File: src/rtl/y86_regs_pkg.sv
// Shared register-file definitions for the pipelined Y86 core: index names,
// the "no register" code and the dump engine state encoding.
package y86_regs_pkg;

    localparam logic [3:0] REG_NONE = 4'hF;

    localparam logic [3:0] RRAX = 4'd0;
    localparam logic [3:0] RRCX = 4'd1;
    localparam logic [3:0] RRDX = 4'd2;
    localparam logic [3:0] RRBX = 4'd3;
    localparam logic [3:0] RRSP = 4'd4;
    localparam logic [3:0] RRBP = 4'd5;
    localparam logic [3:0] RRSI = 4'd6;
    localparam logic [3:0] RRDI = 4'd7;
    localparam logic [3:0] R8   = 4'd8;
    localparam logic [3:0] R9   = 4'd9;
    localparam logic [3:0] R10  = 4'd10;
    localparam logic [3:0] R11  = 4'd11;
    localparam logic [3:0] R12  = 4'd12;
    localparam logic [3:0] R13  = 4'd13;
    localparam logic [3:0] R14  = 4'd14;

    typedef enum logic [1:0] {
        IDLE = 2'd0,
        SCAN = 2'd1,
        DONE = 2'd2
    } dump_state_t;

endpackage

File: src/rtl/regfile_dump_fsm.sv
// Serial register dump engine: walks indices 0..NREGS-1, one beat per transfer.
// Latency: first beat valid the cycle after dump_req; beat held while dump_ready is low.
// Backpressure: valid/ready; data is a live array read so it tracks writes while stalled.
module regfile_dump_fsm
    import y86_regs_pkg::*;
#(
    parameter int DATA_W = 64,
    parameter int NREGS  = 15,
    parameter int ADDR_W = 4
) (
    input  logic              clk,
    input  logic              rst,
    input  logic              dump_req,
    input  logic              dump_ready,
    output logic              dump_valid,
    output logic [ADDR_W-1:0] dump_idx,
    output logic [DATA_W-1:0] dump_data,
    output logic              dump_busy,
    output logic              dump_done,
    output logic [ADDR_W-1:0] rd_idx,
    input  logic [DATA_W-1:0] rd_data
);

    localparam logic [ADDR_W-1:0] LAST_IDX = ADDR_W'(NREGS - 1);

    dump_state_t       state;
    logic [ADDR_W-1:0] idx;

    always_ff @(posedge clk or posedge rst) begin
        if (rst) begin
            state <= IDLE;
            idx   <= '0;
        end else begin
            case (state)
                IDLE: begin
                    if (dump_req) begin
                        state <= SCAN;
                        idx   <= '0;
                    end
                end
                SCAN: begin
                    if (dump_ready) begin
                        if (idx == LAST_IDX) state <= DONE;
                        else                 idx   <= idx + 1'b1;
                    end
                end
                DONE:    state <= IDLE;
                default: state <= IDLE;
            endcase
        end
    end

    // Outputs decode straight from state so reset drops them without an edge.
    assign dump_valid = (state == SCAN);
    assign dump_busy  = (state != IDLE);
    assign dump_done  = (state == DONE);
    assign dump_idx   = idx;
    assign rd_idx     = idx;
    assign dump_data  = rd_data;

endmodule

File: src/rtl/regfile_pipe.sv
// Y86 register file: two combinational read ports with write-back bypass, E/M write ports.
// Latency: reads 0 cycles, writes 1 edge (bypassed in the write cycle); dump via valid/ready.
// Backpressure: only the dump port stalls; read/write ports never stall.
module regfile_pipe
    import y86_regs_pkg::*;
#(
    parameter int                DATA_W   = 64,
    parameter int                NREGS    = 15,
    parameter int                ADDR_W   = 4,
    parameter int                SP_IDX   = 4,
    parameter logic [DATA_W-1:0] SP_RESET = '0
) (
    input  logic              clk,
    input  logic              rst,
    input  logic [ADDR_W-1:0] srcA,
    input  logic [ADDR_W-1:0] srcB,
    output logic [DATA_W-1:0] valA,
    output logic [DATA_W-1:0] valB,
    input  logic [ADDR_W-1:0] dstE,
    input  logic [DATA_W-1:0] valE,
    input  logic [ADDR_W-1:0] dstM,
    input  logic [DATA_W-1:0] valM,
    input  logic              dump_req,
    input  logic              dump_ready,
    output logic              dump_valid,
    output logic [ADDR_W-1:0] dump_idx,
    output logic [DATA_W-1:0] dump_data,
    output logic              dump_busy,
    output logic              dump_done
);

    localparam logic [ADDR_W:0]   NREGS_W  = (ADDR_W + 1)'(NREGS);
    localparam logic [ADDR_W-1:0] IDX_NONE = {ADDR_W{1'b1}};

    logic [DATA_W-1:0] regs [NREGS];
    logic              e_ok;
    logic              m_ok;
    logic              we_e;
    logic [ADDR_W-1:0] dump_rd_idx;
    logic [DATA_W-1:0] dump_rd_data;

    function automatic logic idx_ok(input logic [ADDR_W-1:0] idx);
        return (idx != IDX_NONE) && ({1'b0, idx} < NREGS_W);
    endfunction

    assign e_ok = idx_ok(dstE);
    assign m_ok = idx_ok(dstM);
    // M wins an E/M collision; the E write is dropped entirely.
    assign we_e = e_ok && !(m_ok && (dstM == dstE));

    always_ff @(posedge clk or posedge rst) begin
        if (rst) begin
            for (int i = 0; i < NREGS; i++) begin
                regs[i] <= (i == SP_IDX) ? SP_RESET : '0;
            end
        end else begin
            if (we_e) regs[dstE] <= valE;
            if (m_ok) regs[dstM] <= valM;
        end
    end

    always_comb begin
        valA = '0;
        if (idx_ok(srcA)) begin
            if (m_ok && (srcA == dstM))      valA = valM;
            else if (e_ok && (srcA == dstE)) valA = valE;
            else                             valA = regs[srcA];
        end
    end

    always_comb begin
        valB = '0;
        if (idx_ok(srcB)) begin
            if (m_ok && (srcB == dstM))      valB = valM;
            else if (e_ok && (srcB == dstE)) valB = valE;
            else                             valB = regs[srcB];
        end
    end

    // Dump reads the stored array only; no bypass on this path.
    assign dump_rd_data = idx_ok(dump_rd_idx) ? regs[dump_rd_idx] : '0;

    regfile_dump_fsm #(
        .DATA_W (DATA_W),
        .NREGS  (NREGS),
        .ADDR_W (ADDR_W)
    ) u_dump (
        .clk        (clk),
        .rst        (rst),
        .dump_req   (dump_req),
        .dump_ready (dump_ready),
        .dump_valid (dump_valid),
        .dump_idx   (dump_idx),
        .dump_data  (dump_data),
        .dump_busy  (dump_busy),
        .dump_done  (dump_done),
        .rd_idx     (dump_rd_idx),
        .rd_data    (dump_rd_data)
    );

endmodule

File: config.mk
export PLATFORM = sky130hd
export DESIGN_NAME = regfile_pipe
export DESIGN_NICKNAME = d
export VERILOG_FILES = /design/src/rtl/y86_regs_pkg.sv /design/src/rtl/regfile_dump_fsm.sv /design/src/rtl/regfile_pipe.sv
export SDC_FILE = /design/constraint.sdc
export NUM_CORES = 2
export LEC_CHECK = 0
export BUFFER_PORTS_ARGS = -buffer_cell sky130_fd_sc_hd__clkbuf_2
export CORE_UTILIZATION = 45
export CTS_CLUSTER_DIAMETER = 120
export DETAILED_ROUTE_END_ITERATION = 6
export GPL_TIMING_DRIVEN = 0
export PLACE_DENSITY = 0.61
export RECOVER_POWER = 50
export SLEW_MARGIN = 15
export SYNTH_ARGS = -nofsm -noshare
export SYNTH_HDL_FRONTEND = slang
export SYNTH_HIERARCHICAL = 1
export SYNTH_SLANG_ARGS = --single-unit
File: constraint.sdc
create_clock -name clk -period 49.7 [get_ports clk]
set_clock_uncertainty 0.05 [all_clocks]
set_input_delay 2.485 -clock clk [delete_from_list [all_inputs] [get_ports clk]]
set_output_delay 2.485 -clock clk [all_outputs]
set_load 0.1 [all_outputs]
# ---- Word level (Yosys, flattened, before mapping)
# Index checks and enable logic that the tools add are counted.
dict set report op_classes {
  bitwise_logic 5
  n_lt_le_gt_ge 12
  n_reduce_logical 19
  n_mux 32
  n_eq_ne 17
  n_addsub 1
}
# cell count
set op_table {}
lappend op_table {{bitwise mux 960 bit} 2}
lappend op_table {{2-to-1 mux 960 bit} 2}
lappend op_table {{2-to-1 mux 64 bit} 15}
lappend op_table {{binary-select mux 64 bit (select 4 bit)} 3}
lappend op_table {{demux 64 bit (select 4 bit)} 2}
lappend op_table {{>= comparator 5 bit, second input constant} 5}
lappend op_table {{inverter 4 -> 5 bit} 5}
lappend op_table {{equality test 4 bit} 5}
lappend op_table {{less-than comparator 4 bit, second input constant} 5}
lappend op_table {{inequality test 4 bit, second input constant} 5}
lappend op_table {{logical AND 1 bit} 13}
lappend op_table {{2-to-1 mux 4 bit} 3}
lappend op_table {{less-than comparator 5 x 1 -> 1 bit, second input constant} 2}
lappend op_table {{case mux 4 bit (2 select lines)} 1}
lappend op_table {{2-to-1 mux 2 bit} 3}
lappend op_table {{inequality test 2 bit, second input constant} 3}
lappend op_table {{adder 4 x 1 -> 4 bit, second input constant} 1}
lappend op_table {{equality test 4 bit, second input constant} 1}
lappend op_table {{case mux 2 bit (2 select lines)} 1}
lappend op_table {{AND reduction 4 bit} 1}
lappend op_table {{nonzero test 2 bit} 2}
lappend op_table {{AND reduction 3 bit} 1}
lappend op_table {{equality test 2 x 1 -> 1 bit, second input constant} 1}
lappend op_table {{equality test 2 bit, second input constant} 1}
lappend op_table {{3 further kinds} 3}
dict set report totals {
  in_bits 148
  word_cells 103
  regBits 966
}

# ---- Logic depth before layout (Yosys ltp)
dict set report depth {
  ltp_word 9
  depth_mapped 10
  ltp_nobuf 5
}

# ---- By module
# The synthesis kept the hierarchy.
# module area_each_um2 seq_area_each_um2 instances cells_per_inst
set by_module_without_submodules {}
lappend by_module_without_submodules {regfile_pipe 67191.9 24023.0 1 6793}
lappend by_module_without_submodules {regfile_dump_fsm 852.1 150.1 1 101}

# ---- Worst setup path before layout
# No wires, ideal clock.
dict set report synth_path {
  path_kind {input-to-output}
  start {in srcA[2]}
  end {out valA[18]}
  cell_stages 6
  t_arrival_ps 5989
  setup_slack_ps 41176
  required_time_ps 47165
  n_path_buf 3
  path_cell_list {buf_2 buf_2 clkbuf_1 a211oi_1 o32a_1 a221oi_1}
}
dict set report synth_between {
  elab_chain_cells 7
  elab_cells_between_ends 14
}
# element line
set synth_rtl {}
lappend synth_rtl {{start: declaration} regfile_pipe.sv:15} ;# input logic [ADDR_W-1:0] srcA,
lappend synth_rtl {{inverter 4 -> 5 bit (not written as such)} regfile_pipe.sv:67} ;# else valA = regs[srcA];
lappend synth_rtl {{binary-select mux 64 bit (select 4 bit)} regfile_pipe.sv:67}
lappend synth_rtl {{2-to-1 mux 64 bit (not written as such) (2 in a row)} regfile_pipe.sv:67}
lappend synth_rtl {{2-to-1 mux 64 bit} regfile_pipe.sv:66} ;# else if (e_ok && (srcA == dstE)) valA = valE;
lappend synth_rtl {{2-to-1 mux 64 bit} regfile_pipe.sv:65} ;# if (m_ok && (srcA == dstM)) valA = valM;
lappend synth_rtl {{2-to-1 mux 64 bit (*)} regfile_pipe.sv:64} ;# if (idx_ok(srcA)) begin
lappend synth_rtl {{end: declaration} regfile_pipe.sv:17} ;# output logic [DATA_W-1:0] valA,
# Mark *: on every way between the ends. The rest lies on a longest branch, timed or not. The select of a mux whose other input is x is not followed.

==> flow_metrics.env <==
export IMPL_netlist_instances=6894
export IMPL_slew_viol_final=1025
export IMPL_synth_common_cells="1253 x nand2_1, 966 x dfrtp_1, 549 x clkbuf_1"
export IMPL_cts_root_buffer="clkbuf_16"
export IMPL_cp_max_fo=93
export IMPL_postCtsHoldBufs=0
export IMPL_post_cts_buffers=0
export IMPL_cap_violations=16
export IMPL_insertion_delay_ns=0.81
export IMPL_hold_viol_final=0
export IMPL_grt_usage_pct=55.8
export IMPL_yosysMostFrequentCell="nand2_1"
export IMPL_violations="design-rule violations, max-capacitance violations, max-slew violations"
export IMPL_grt_ovfl_total=0
export IMPL_worstPathArrival_ns=16.50
export IMPL_syn_nets=7044
export IMPL_vias=76000
export IMPL_clkTransAtPathRegs_ns=0.06
export IMPL_antenna_found_initial=47
export IMPL_required_ns=49.28
export IMPL_syn2layout_area_growth_pct=12.1
export IMPL_synth_area_leaders="dfrtp_1 36%, mux4_2 17%, nand2_1 6.9%, mux2i_1 6.6%, o211ai_1 5.7%"
export IMPL_ant_nets=0
export IMPL_cts_tree="built"
export IMPL_fin_crit_ns=16.91
export IMPL_core_sq_um=150000
export IMPL_slew_headroom_pct=-303
export IMPL_cts_buffer_depth=3
export IMPL_outcome="finished with violations"
export IMPL_die_area_sq_um=153000
export IMPL_ys_warn_count=6
export IMPL_finalSetupViolCount=0
export IMPL_h_tree_depth=3
export IMPL_grt_pass1_vias=70800
export IMPL_io_buffers=279
export IMPL_hold_class="flip-flop to flip-flop"
export IMPL_ios=347
export IMPL_crit_type="input port to async pin"
export IMPL_synth_ff_latch_count=966
export IMPL_synth_avg_cell_area_sq_um=9.87
export IMPL_synth_edff_count=0
export IMPL_synth_area_leader_cell="dfrtp_1"
export IMPL_power_density_nw_per_um2=54.9
export IMPL_crit_path_max_incr_delay_ns=4.20
export IMPL_worstMarginPinSlew_ns=6.05
export IMPL_firstDrtPassIters=7
export IMPL_dieWidth_um=391
export IMPL_netlist_cell_type_count=59
export IMPL_p_total_w=0.00419
export IMPL_drive_above_1_share_pct=18.7
export IMPL_gp_congestion=1.04
export IMPL_ys_seq_area_share_pct=35.5
export IMPL_leakagePower_nw=31.3
export IMPL_final_area_sq_um=76300
export IMPL_netlist_area_sq_um=68000
export IMPL_path_cells="clkbuf_1 > clkinvlp_2 > clkbuf_1 > clkbuf_1 > clkbuf_1"
export IMPL_rsz0062_at_grt="no"
export IMPL_ctsResizeCount=0
export IMPL_post_dp_hpwl_um=288000
export IMPL_grt_max_degree=104
export IMPL_totalWireLength_um=436000
export IMPL_cts_buffers=118
export IMPL_async_flop_share_pct=100
export IMPL_crit_path_frequent_cell="clkbuf_1"
export IMPL_critPathLaunchType="input port"
export IMPL_wl_per_cell_um=46.1
export IMPL_cp_end_kind="async pin"
export IMPL_rows=142
export IMPL_finalCritPeriodShare_pct=34.0
export IMPL_drt_first_iter_violations=15100
export IMPL_grt_pass1_wl_um=584000
export IMPL_ir_drop_mv=0.0760
export IMPL_place_area_sq_um=72600
export IMPL_synthDominantCellAreaShare_pct=35.5
export IMPL_via_per_inst=8.03
export IMPL_tns_ns=0
export IMPL_numClockSinks=966
export IMPL_cp_slowest_cell="clkbuf_1"
export IMPL_fmax_ghz=0.0591
export IMPL_die_h_um=391
export IMPL_drc=3
export IMPL_finalNetCount=7470
export IMPL_synth_top_flop_cell="dfrtp_1"
export IMPL_initial_core_util_pct=45.4
per-layer routing:
layer | global-route usage [%] | part of all wire [%] | up-vias
met5 | 2.23 | 0.12 | -
met4 | 41.2 | 9.5 | 48
met3 | 31.0 | 18 | 2504
met2 | 72.7 | 38 | 8657
met1 | 67.8 | 34 | 37400
li1 | - | - | 27400
final timing paths:
check                                               startpoint                              to  slack, ns  cells after the start
worst min-delay path               u_dump/state[1]$_DFFE_PP0P_     u_dump/state[1]$_DFFE_PP0P_       0.45                      1
worst min register to register     u_dump/state[1]$_DFFE_PP0P_     u_dump/state[1]$_DFFE_PP0P_       0.45                      1
worst max register to register  u_dump/dump_idx[0]$_DFFE_PP0P_  u_dump/dump_idx[3]$_DFFE_PP0P_      48.09                      5
max in group clk                                       dstE[1]                        valA[17]      39.56                      9
worst max-delay path                                       rst             regs[926]$_DFF_PP0_      32.79                      5
min in group asynchronous                                  rst  u_dump/dump_idx[1]$_DFFE_PP0P_       1.54                      2
placed cells by master, fill, tap and decap left out, types with 119 or more instances in the layout:
cell type / netlist / routed
nand2_1: 1253 / 1251
dfrtp_1: 966 / 966
clkbuf_1: 549 / 567
o211ai_1: 514 / 514
mux4_2: 512 / 512
nand3_1: 467 / 468
mux2i_1: 450 / 450
o221ai_1: 322 / 322
clkbuf_2: 0 / 305
o21ai_0: 207 / 207
buf_2: 193 / 195
a221oi_1: 161 / 161
nor2_1: 152 / 152
inv_1: 135 / 134
nor3_1: 132 / 132
a221o_1: 132 / 132
a22oi_1: 128 / 128
a31oi_1: 126 / 123
clkbuf_16: 0 / 119
where the power goes:
group          internal [W]  switching (W)  leakage (nW)
Sequential         0.000954       0.000197          12.0
Clock              0.000507       0.000404          1.93
Combinational      0.000679        0.00145          17.4
state kept, by name, indices dropped and copies added (netlist names):
signal / cells
regs: 960
u_dump/dump_idx: 4
u_dump/state: 2
stage by stage:
step	hold WS [ns]	util, %	std cells	worst slack (ns)
floorplan	0.416	-	6894	20.16
global placement	0.437	48.0	9189	6.22
detailed placement	0.449	48.4	9213	40.19
CTS	0.457	51.0	9426	40.19
global route	0.495	50.8	9438	30.84
finish	0.453	50.9	9469	32.79
worst max-delay path, delay by kind of cell:
kind | cells | cell delay, ns
buffers and inverters | 5 | 13.65
area by class of cell:
class	instances	area, sq um
timing repair buffer	306	1670
multi-input combinational	4859	39300
tap	2016	2520
buffer	933	4170
clock buffer	182	3570
fill	14200	73700
antenna	40	100
inverter	136	512
clock inverter	31	294
sequential	966	24200
logic make-up after synthesis:
kind of cell	synth area share (%)
simple gates	12.8
compound gates	20.2
buf+inv	6.81
mux	24.4
flops	35.5
xor+xnor	0.228
fa+ha+maj	0.0368
Note: power is estimated with default switching activity, not from simulation.
